File: src/rtl/macro_credit_cnt4.sv
`default_nettype none
// +------------------------------------------------------------------+
// | macro_credit_cnt4 / incdec_rom4: 4-bit credit counter with ROM    |
// | based next-state.                                    Rev 1.0      |
// +------------------------------------------------------------------+

module incdec_rom4 (
  input  logic [3:0] d,
  input  logic       dec,
  output logic [3:0] q,
  output logic       carry
);
  // carry doubles as borrow when decrementing through zero
  assign {carry, q} = dec ? ({1'b0, d} - 5'd1) : ({1'b0, d} + 5'd1);
endmodule

module macro_credit_cnt4 #(
  parameter logic [3:0] INIT_CREDIT = 4'd8,
  parameter logic [3:0] MAX_CREDIT  = 4'd15
) (
  input  logic       clk,
  input  logic       resetn,
  input  logic       i_acquire_valid,
  output logic       o_acquire_ready,
  input  logic       i_release,
  input  logic       i_reload,
  input  logic [3:0] i_reload_val,
  input  logic       i_err_clr,
  output logic [3:0] o_credit,
  output logic       o_empty,
  output logic       o_full,
  output logic       o_err
);

  logic [3:0] r_credit;
  logic       r_err;
  logic       w_fire;
  logic       w_dec;
  logic       w_full;
  logic       w_inc_ok;
  logic       w_commit;
  logic       w_err_set;
  logic [3:0] w_reload_sat;
  logic [3:0] w_rom_q;
  logic       w_rom_carry;

  assign w_full          = (r_credit == MAX_CREDIT);
  assign o_acquire_ready = (r_credit != 4'd0);
  assign w_fire          = i_acquire_valid & o_acquire_ready;
  assign w_dec           = w_fire & ~i_release;
  assign w_inc_ok        = i_release & ~w_fire & ~w_full;
  assign w_commit        = ~i_reload & (w_dec | w_inc_ok);
  assign w_reload_sat    = (i_reload_val > MAX_CREDIT) ? MAX_CREDIT : i_reload_val;

  // overflow release, or a request that can neither fire nor be covered by a return
  assign w_err_set = (i_release & ~w_fire & w_full)
                   | (i_acquire_valid & ~o_acquire_ready & ~i_release);

  incdec_rom4 u_rom (
    .d     (r_credit),
    .dec   (w_dec),
    .q     (w_rom_q),
    .carry (w_rom_carry)
  );

  always_ff @(posedge clk) begin
    if (!resetn) begin
      r_credit <= INIT_CREDIT;
      r_err    <= 1'b0;
    end else if (i_reload) begin
      r_credit <= w_reload_sat;
    end else begin
      if (w_commit) r_credit <= w_rom_q;
      if (w_err_set)      r_err <= 1'b1;
      else if (i_err_clr) r_err <= 1'b0;
    end
  end

  assign o_credit = r_credit;
  assign o_empty  = (r_credit == 4'd0);
  assign o_full   = w_full;
  assign o_err    = r_err;

  a_no_carry_at_commit : assert property (
    @(posedge clk) disable iff (!resetn) w_commit |-> !w_rom_carry
  );

endmodule
`default_nettype wire
File: config.mk
export PLATFORM = sky130hd
export DESIGN_NAME = macro_credit_cnt4
export DESIGN_NICKNAME = d
export VERILOG_FILES = /design/src/rtl/macro_credit_cnt4.sv
export SDC_FILE = /design/constraint.sdc
export NUM_CORES = 1
export LEC_CHECK = 0
export CAP_MARGIN = 10
export CORE_AREA = 2 2 39 41
export DETAILED_ROUTE_END_ITERATION = 6
export DIE_AREA = 0 0 41 43
export PLACE_DENSITY_LB_ADDON = 0.08
export SYNTH_ARGS = -nofsm -noshare
export SYNTH_HDL_FRONTEND = slang
export SYNTH_SLANG_ARGS = --single-unit
File: constraint.sdc
create_clock -name clk -period 3.86 [get_ports clk]
set_clock_uncertainty 0.1 [all_clocks]
set_input_delay 0.386 -clock clk [delete_from_list [all_inputs] [get_ports clk]]
set_output_delay 0.386 -clock clk [all_outputs]
set_load 0.02 [all_outputs]
Word level (Yosys, flattened, before mapping)
Index checks and enable logic that the tools add are counted.
Widths: inputs -> output; s select.
{"block": "classes", "shift": 0, "add_sub_neg": 2, "n_bitwise": 15, "n_mul": 0, "div": 0, "muxes": 6, "n_lt_le_gt_ge": 1, "n_eq_ne": 1, "n_reduce_logical": 5}
{"op": "$mux 4", "n": 4}
{"op": "$and 1x1->1", "n": 8}
{"op": "$not 1->1", "n": 5}
{"op": "$add 4x1->4 const B", "n": 1}
{"op": "$eq 4x4->1 const B", "n": 1}
{"op": "$gt 4x4->1 const B", "n": 1}
{"op": "$logic_not 4->1", "n": 1}
{"op": "$reduce_bool 2->1", "n": 2}
{"op": "$reduce_bool 4->1", "n": 1}
{"op": "$sub 4x1->4 const B", "n": 1}
{"op": "$mux 1", "n": 2}
{"op": "$or 1x1->1", "n": 2}
{"op": "$reduce_and 2->1", "n": 1}
{"block": "word_totals", "regBits": 5, "wordCells": 32, "latch_bits": 0, "ram_bits": 0, "n_memories": 0, "rom_bits": 0, "output_inout_bits": 8}

Longest topological paths before layout
Gate-level depths: netlist of run 1.
{"block": "depth", "word_depth": 9, "depth_mapped": 10}

Hierarchy
A second synthesis of run 1 with hierarchy kept.
{"block": "hier_totals", "cells_unflattened": 50, "hier_area_um2": 447.9}
{"module": "macro_credit_cnt4", "cells_per_inst": 33, "instances": 1, "area_each_um2": 310.3}
{"module": "incdec_rom4", "cells_per_inst": 17, "instances": 1, "area_each_um2": 137.6}

Worst setup path after synthesis of run 1
Ideal clock, no wire load.
{"block": "synth_path", "kind": "register to register", "startpoint": "reg r_credit[1] (netlist: o_credit[1])", "endpoint": "reg r_credit[2] (netlist: o_credit[2])", "setup_time_ns": 0.132, "path_slack_ns": 1.315, "path_buffers": 2, "t_required_ns": 3.628, "arrival_time_ns": 2.313, "path_stages_with_launch": 10, "synth_period_minus_slack_ns": 2.545, "cell_sequence": "dfxtp_1 > buf_4 > or4_1 > buf_6 > nand2_1 > o21ai_0 > ha_1 > or4_4 > a211oi_2 > o311ai_2"}
{"block": "synth_via", "elab_chain_cells": 8}
{"item": "from (decl)", "line_no": "35", "rtl": "logic [3:0] r_credit;"}
{"item": "from (signal assigned)", "line_no": "71", "rtl": "r_credit <= w_reload_sat;"}
{"item": "from (signal assigned)", "line_no": "73", "rtl": "if (w_commit) r_credit <= w_rom_q;"}
{"item": "$reduce_bool 4->1 (*)", "line_no": "48", "rtl": "assign o_acquire_ready = (r_credit != 4'd0);"}
{"item": "named net o_acquire_ready", "line_no": "24", "rtl": "output logic o_acquire_ready,"}
{"item": "$and 1x1->1 (*)", "line_no": "49", "rtl": "assign w_fire = i_acquire_valid & o_acquire_ready;"}
{"item": "$not 1->1", "line_no": "51", "rtl": "assign w_inc_ok = i_release & ~w_fire & ~w_full;"}
{"item": "$and 1x1->1 (2 in a row)", "line_no": "51"}
{"item": "$or 1x1->1", "line_no": "52", "rtl": "assign w_commit = ~i_reload & (w_dec | w_inc_ok);"}
{"item": "$and 1x1->1", "line_no": "52"}
{"item": "$reduce_bool 2->1 (no source line)"}
Mark *: on every way through the listed nets, which the timed path passes. The rest lies on a longest branch. The select of a mux whose other input is x is not followed.
A chain may end at the register's enable or synchronous reset.

Worst setup path after layout of run 1
{"block": "layout_path", "startpoint": "reg r_credit[2] (netlist: o_credit[2])", "endpoint": "reg r_credit[2] (netlist: o_credit[2])"}
{"block": "layout_via", "elab_chain_cells": 8}
{"item": "$reduce_bool 4->1", "line_no": "48"}
{"item": "$and 1x1->1", "line_no": "49"}
{"item": "$not 1->1", "line_no": "51"}
{"item": "$and 1x1->1 (2 in a row)", "line_no": "51"}
{"item": "$or 1x1->1", "line_no": "52"}
{"item": "$and 1x1->1", "line_no": "52"}
{"item": "$reduce_bool 2->1 (no source line)"}
Several ways; a longest one is shown, not always the timed one. The select of a mux whose other input is x is not followed.

==> results of run 1 <==
==> cell families after synthesis <==
logic type | count (synthesis)
flops | 5
compound gates | 16
fa+ha+maj | 1
simple gates | 27
buf+inv | 7
==> cell usage after synthesis <==
cell | n | area (µm²)
o31ai_1 | 2 | 15.0
dfxtp_1 | 5 | 100
nand4b_1 | 1 | 8.76
a211o_1 | 1 | 8.76
nand2b_1 | 3 | 18.8
a21boi_0 | 2 | 15.0
buf_6 | 1 | 11.3
inv_4 | 1 | 6.26
a21boi_1 | 1 | 7.51
nand2_1 | 5 | 18.8
o311ai_2 | 1 | 16.3
clkbuf_1 | 2 | 7.51
o211ai_1 | 1 | 7.51
a21oi_1 | 2 | 10.0
or3_1 | 1 | 6.26
ha_1 | 1 | 12.5
nand3_1 | 4 | 20.0
o21ai_0 | 3 | 15.0
and4_1 | 1 | 8.76
nand4_1 | 2 | 12.5
a211oi_2 | 1 | 12.5
or4_4 | 1 | 11.3
and2_1 | 1 | 6.26
or4_1 | 1 | 7.51
o311a_1 | 1 | 10.0
and4b_1 | 1 | 10.0
nor2b_1 | 3 | 18.8
buf_4 | 1 | 7.51
nor2_1 | 2 | 7.51
nor3_1 | 1 | 5.00
a21o_1 | 1 | 7.51
inv_1 | 2 | 7.51
==> worst paths after layout <==
| kind | startpoint | end | slack (ns) | cells after the start |
|---|---|---|---|---|
| min reg2reg | o_err$_SDFFE_PN0P_ | o_err$_SDFFE_PN0P_ | 0.38 | 2 |
| min | o_err$_SDFFE_PN0P_ | o_err$_SDFFE_PN0P_ | 0.38 | 2 |
| max | o_credit[2]$_SDFFE_PN0P_ | o_credit[2]$_SDFFE_PN0P_ | 1.24 | 7 |
| max reg2reg | o_credit[2]$_SDFFE_PN0P_ | o_credit[2]$_SDFFE_PN0P_ | 1.24 | 7 |
==> layout make-up <==
class | instances | share of cell area
clock buffers | 4 | 0.0418
inverters | 3 | 0.0219
multi-input cells | 44 | 0.474
flip-flops and latches | 5 | 0.159
well taps | 16 | 0.0319
repair buffers | 17 | 0.271
==> power groups by stage <==
stage | combinational (W) | clock (W) | sequential [W]
global placement | 0.0000650 | 0 | 0.0000657
CTS | 0.0000646 | 0.0000664 | 0.0000643
global route | 0.0000703 | 0.0000699 | 0.0000657
detailed placement | 0.0000644 | 0 | 0.0000653
floorplan | 0.0000378 | 0 | 0.0000669
finish | 0.0000643 | 0.0000632 | 0.0000644
==> worst max-delay path: stages (launching register included) <==
cell      delay, ns
dfxtp_1        0.37
or4_1          0.66
nand2_1        0.20
o21ai_0        0.10
ha_1           0.23
or4_4          0.52
a211oi_2       0.21
o311ai_2       0.11
==> through the flow <==
stage / area [µm²] / instances / util / power, W
detailed placement: 602 / 85 / 0.435 / 0.000130
global placement: 602 / 85 / 0.435 / 0.000131
floorplan: 438 / 56 / - / 0.000105
global route: 628 / 89 / 0.454 / 0.000206
CTS: 628 / 89 / 0.454 / 0.000195
finish: 628 / 89 / 0.454 / 0.000192
==> metal layers <==
metal	routed length [µm]	vias to the layer above	share of wire
li1	-	243	-
met4	14	0	0.013
met1	527	218	0.50
met2	492	9	0.47
met3	23	2	0.022
met5	0	-	0
==> registers in the layout (all words and copies together), names as in the netlist <==
name,flops
o_err,1
o_credit,4
==> key figures, run 1 <==
Synth
  • Number of synthesized register bits: 5
  • Syn avg cell area: 7.82 µm²
  • Post-Synthesis Cells: 56
  • Synth Area in Compound Gates: 0.286
  • XOR/XNOR share of the synthesized area: 0
  • Post-synthesis mux area share: 0
  • Count of different cell masters after synthesis: 32
  • Syn. warnings: 0
  • Netlist Area Pre-Place: 438 µm²
  • Main combinational cell family by area after synthesis: simple AND/OR/NAND/NOR gates
  • Simple-Gate Fraction of Synth Area: 0.366
  • Synthesized net count: 67
  • Seq/Total Area, Yosys: 0.229
  • Adder-Cell Fraction of Synth Area: 0.0286

Placed design
  • Placer Congestion: 0.682
  • Hpwl dp: 777 µm
  • IO buf count: 17
  • Place WS: 1.24 ns

Clock network
  • CTS tree: yes
  • Setup bufs post-CTS: 0
  • Clk_lat worst skew: 0.25 ns
  • Post-cts gate resize count: 0
  • Htree depth: 1
  • Clk sinks: 5
  • Hold-fix buffers, CTS: 0
  • Clk slew on worst S/H paths: 0.05 ns
  • CTS Buf Count: 3
  • Max clock buf depth: 2
  • Root Buffer: clkbuf_4

Global routing
  • GRT Util Overall: 0.146
  • GR Overflow Total: 0
  • Vias in the first global route: 409
  • Met2 usage: 0.200
  • Largest net degree at the start of global routing: 14
  • Met3 Track Usage GR: 0.0314
  • First-pass GRT wire length: 1.77 mm
  • Antenna violations before repair: 0
  • GR peak layer: met1
  • Met1 usage: 0.203

Layout
  • Register area: 100 µm²
  • Area occupied by multi-input gates: 298 µm²
  • Diode count: 0
  • Most frequent cells in the layout: 17 x clkdlybuf4s50_1, 5 x nand2_1, 5 x dfxtp_1, 4 x nand3_1
  • Syn-to-layout area delta: 43.4%
  • Layout cells sized above 1: 0.0959
  • Nets: 85
  • Most common cell after layout, fill and taps aside: clkdlybuf4s50_1
  • Fillers: 135

Route
  • Routed WL per cell: 11.9 µm
  • Drt via density: 5.30
  • Final WL: 1.06 mm
  • Drt initial violations: 14
  • DRC viols: 0
  • Total number of vias: 472
  • Post-DRT Antenna Nets: 0
  • DR pass1 iterations: 4

Worst hold path
  • HP Class: reg2reg

Die
  • Die Ht: 43 µm
  • FP Rows: 14
  • Starting Density: 0.316
  • I/O pin count: 18
  • Core area: 0.00138 mm²
  • Die W: 41 µm
  • Die area: 0.00176 mm²

Timing
  • Clock period minus worst slack: 2.62 ns
  • Slew Limit Fails: 0
  • Fmax achieved: 0.382 GHz
  • Slew margin rel.: 0.709
  • Final WS setup: 1.24 ns
  • Hold slack: 0.377 ns
  • RSZ-0062 raised after global routing: no
  • Worst-margin pin slew: 0.435 ns
  • Setup violators final: 0
  • Final period utilization: 0.678
  • Final setup TNS: 0 ns
  • Final Hold Viols: 0

Critical path
  • Type of the worst setup path: reg2reg
  • Worst Setup End Kind: register
  • Critical Path Start Type: register
  • Critical path peak fanout: 9
  • Critical path data arrival time: 2.65 ns
  • Worst path required time: 3.89 ns

Power
  • Net Switching: 0.0000627 W
  • Peak supply drop: 0.141 mV
  • Comb pwr share: 0.335
  • Internal power: 0.000129 W
  • Leakage Power: 0.242 nW
  • Clock share of power: 0.329
  • Switching portion of total power: 0.327
  • Power Dens Cells: 306 mW/mm²
  • Flop pwr share: 0.335

Status
  • Status: completed

Run
  • Maxcap violations: 0
Power figures use the tool's default switching activity.
==> inputs of run 2 (changes only) <==
==> constraint.sdc (replaced) <==
create_clock -name clk -period 2.22 [get_ports clk]
set_clock_uncertainty 0.1 [all_clocks]
set_input_delay 0.222 -clock clk [delete_from_list [all_inputs] [get_ports clk]]
set_output_delay 0.222 -clock clk [all_outputs]
set_load 0.02 [all_outputs]
==> run 2 against run 1 <==
Against the previous run: worst setup slack got worse by 1.2 ns; combinational power grew to 2.5 times the previous value; count of clock-buffer cells in the layout unchanged; clock power rose by 71%; die area is the same; non-clock buffer count grew 16.
==> key figures, run 2 (same netlist as run 1, synthesis figures left out) <==
Route
  • DRC viols: 0
  • Post-DRT Antenna Nets: 0
  • Routed WL per cell: 12.0 µm
  • Drt initial violations: 13
  • Total number of vias: 546
  • Drt via density: 5.20
  • Final WL: 1.26 mm
  • DR pass1 iterations: 4

Run
  • Maxcap violations: 0

Critical path
  • Slowest CP cell: or4_4
  • Crit path cell chain: or4_4 -> nand2_4 -> o21ai_2 -> ha_2 -> or4_4 -> a211oi_2 -> o311ai_2
  • Critical path origin: o_credit[3]$_SDFFE_PN1P_
  • Critical path data arrival time: 2.21 ns
  • Crit path largest cell delay: 0.55 ns
  • Type of the worst setup path: reg2reg
  • Critical path destination: o_credit[2]$_SDFFE_PN0P_
  • Reg2reg start: o_credit[3]$_SDFFE_PN1P_
  • Reg-to-reg endpoint: o_credit[2]$_SDFFE_PN0P_
  • Worst Setup End Kind: register
  • CP most frequent cell: or4_4
  • Critical Path Start Type: register
  • FF-to-FF setup slack: 0.03 ns
  • R2R cell count: 7
  • Critical path peak fanout: 3
  • Worst path required time: 2.24 ns

Power
  • Power Dens Cells: 479 mW/mm²
  • Peak supply drop: 0.292 mV
  • Leakage Power: 0.331 nW

Timing
  • Final period utilization: 0.988
  • Final Hold Viols: 0
  • Final WS setup: 0.0266 ns
  • Slew Limit Fails: 0
  • Clock period minus worst slack: 2.19 ns
  • Fmax achieved: 0.456 GHz
  • RSZ-0062 raised after global routing: yes
  • Slew margin rel.: 0.736
  • Setup violators final: 0
  • Final setup TNS: 0 ns
  • Worst-margin pin slew: 0.394 ns

Clock network
  • Root Buffer: clkbuf_4
  • Clk sinks: 5
  • Clk slew on worst S/H paths: 0.05 ns
  • CTS tree: yes
  • Htree depth: 1
  • CTS Buf Count: 3
  • Clk_lat worst skew: 0.24 ns
  • Max clock buf depth: 2

Placed design
  • Placer Congestion: 0.735
  • Dpl cell area: 687 µm²
  • Hpwl dp: 888 µm
  • IO buf count: 17
  • Placed cells: 95
  • Place WS: -0.131 ns

Layout
  • Most frequent cells in the layout: 16 x clkdlybuf4s50_1, 16 x buf_4, 4 x nand2_1, 4 x nand3_1, 4 x dfxtp_2
  • Diode count: 0
  • Syn-to-layout area delta: 78.6%
  • Nets: 101
  • Max reg flops: 4
  • Design area: 782 µm²
  • Layout cells sized above 1: 0.371
  • Fillers: 128
  • Finished Layout Cells: 105

Die
  • Die Ht: 43 µm
  • Starting Density: 0.316
  • Die W: 41 µm
  • Die area: 0.00176 mm²
  • Core area: 0.00138 mm²
  • I/O pin count: 18
  • FP Rows: 14

Global routing
  • First-pass GRT wire length: 2.02 mm
  • GRT Util Overall: 0.177
  • Largest net degree at the start of global routing: 14
  • GR Overflow Total: 0
  • Antenna violations before repair: 0
  • Vias in the first global route: 470

Worst hold path
  • HP Class: reg2reg

Status
  • Status: completed
run 2: critical path, delay by kind of cell, from the launching register on:
family                     cells  cell delay, ns
and+or+nand+nor                3            1.05
DFF                            1            0.31
adders and majority gates      1            0.18
AOI/OAI and AO/OA              3            0.43
run 2: timing repair:
item / in CTS / in global routing
buffers inserted: 6 / 0
resized for setup: 4 / 4
pin swaps: 5 / 6
endpoints found under the setup margin: 2 / 2
hold buffers: 0 / 0
run 2: layout make-up:
class                           instances  area (µm²)  area share
Clock buffer                            4        26.3      0.0336
Inverter                                3        13.8      0.0176
Tap cell                               16        20.0      0.0256
Multi-Input combinational cell         44         328       0.419
Timing Repair Buffer                   33         289       0.370
Sequential cell                         5         105       0.134
run 2: per-layer routing:
metal  routed length (µm)  GRT usage  part of all wire
met5                    0          0                 0
met4                   10      0.100            0.0079
met3                   79     0.0628             0.063
met2                  613      0.253              0.48
met1                  560      0.220              0.44
run 2: metrics by stage:
step | util | hold WS (ns) | total power [W]
after floorplan | - | 0.250 | 0.000186
after global placement | 0.496 | 0.372 | 0.000251
after detailed placement | 0.496 | 0.372 | 0.000249
after CTS | 0.552 | 0.378 | 0.000370
after global routing | 0.565 | 0.415 | 0.000398
final | 0.565 | 0.375 | 0.000374
run 2: worst min-delay path by stage:
| stage | start | to | cells past startpoint |
|---|---|---|---|
| finish | o_err$_SDFFE_PN0P_ | o_err$_SDFFE_PN0P_ | 2 |
| global route | o_err$_SDFFE_PN0P_ | o_err$_SDFFE_PN0P_ | 2 |
| CTS | o_err$_SDFFE_PN0P_ | o_err$_SDFFE_PN0P_ | 2 |
| detailed placement | o_err$_SDFFE_PN0P_ | o_err$_SDFFE_PN0P_ | 2 |
| global placement | o_err$_SDFFE_PN0P_ | o_err$_SDFFE_PN0P_ | 2 |
| floorplan | i_reload_val[3] | o_credit[3]$_SDFFE_PN1P_ | 2 |
run 2: power breakdown:
part / leakage [nW] / internal [W] / total (W) / switching [W]
clock network: 0.0150 / 0.0000681 / 0.000108 / 0.0000396
registers: 0.0420 / 0.0000992 / 0.000103 / 0.00000432
logic: 0.274 / 0.0000867 / 0.000163 / 0.0000764
total: 0.331 / 0.000254 / 0.000374 / 0.000120
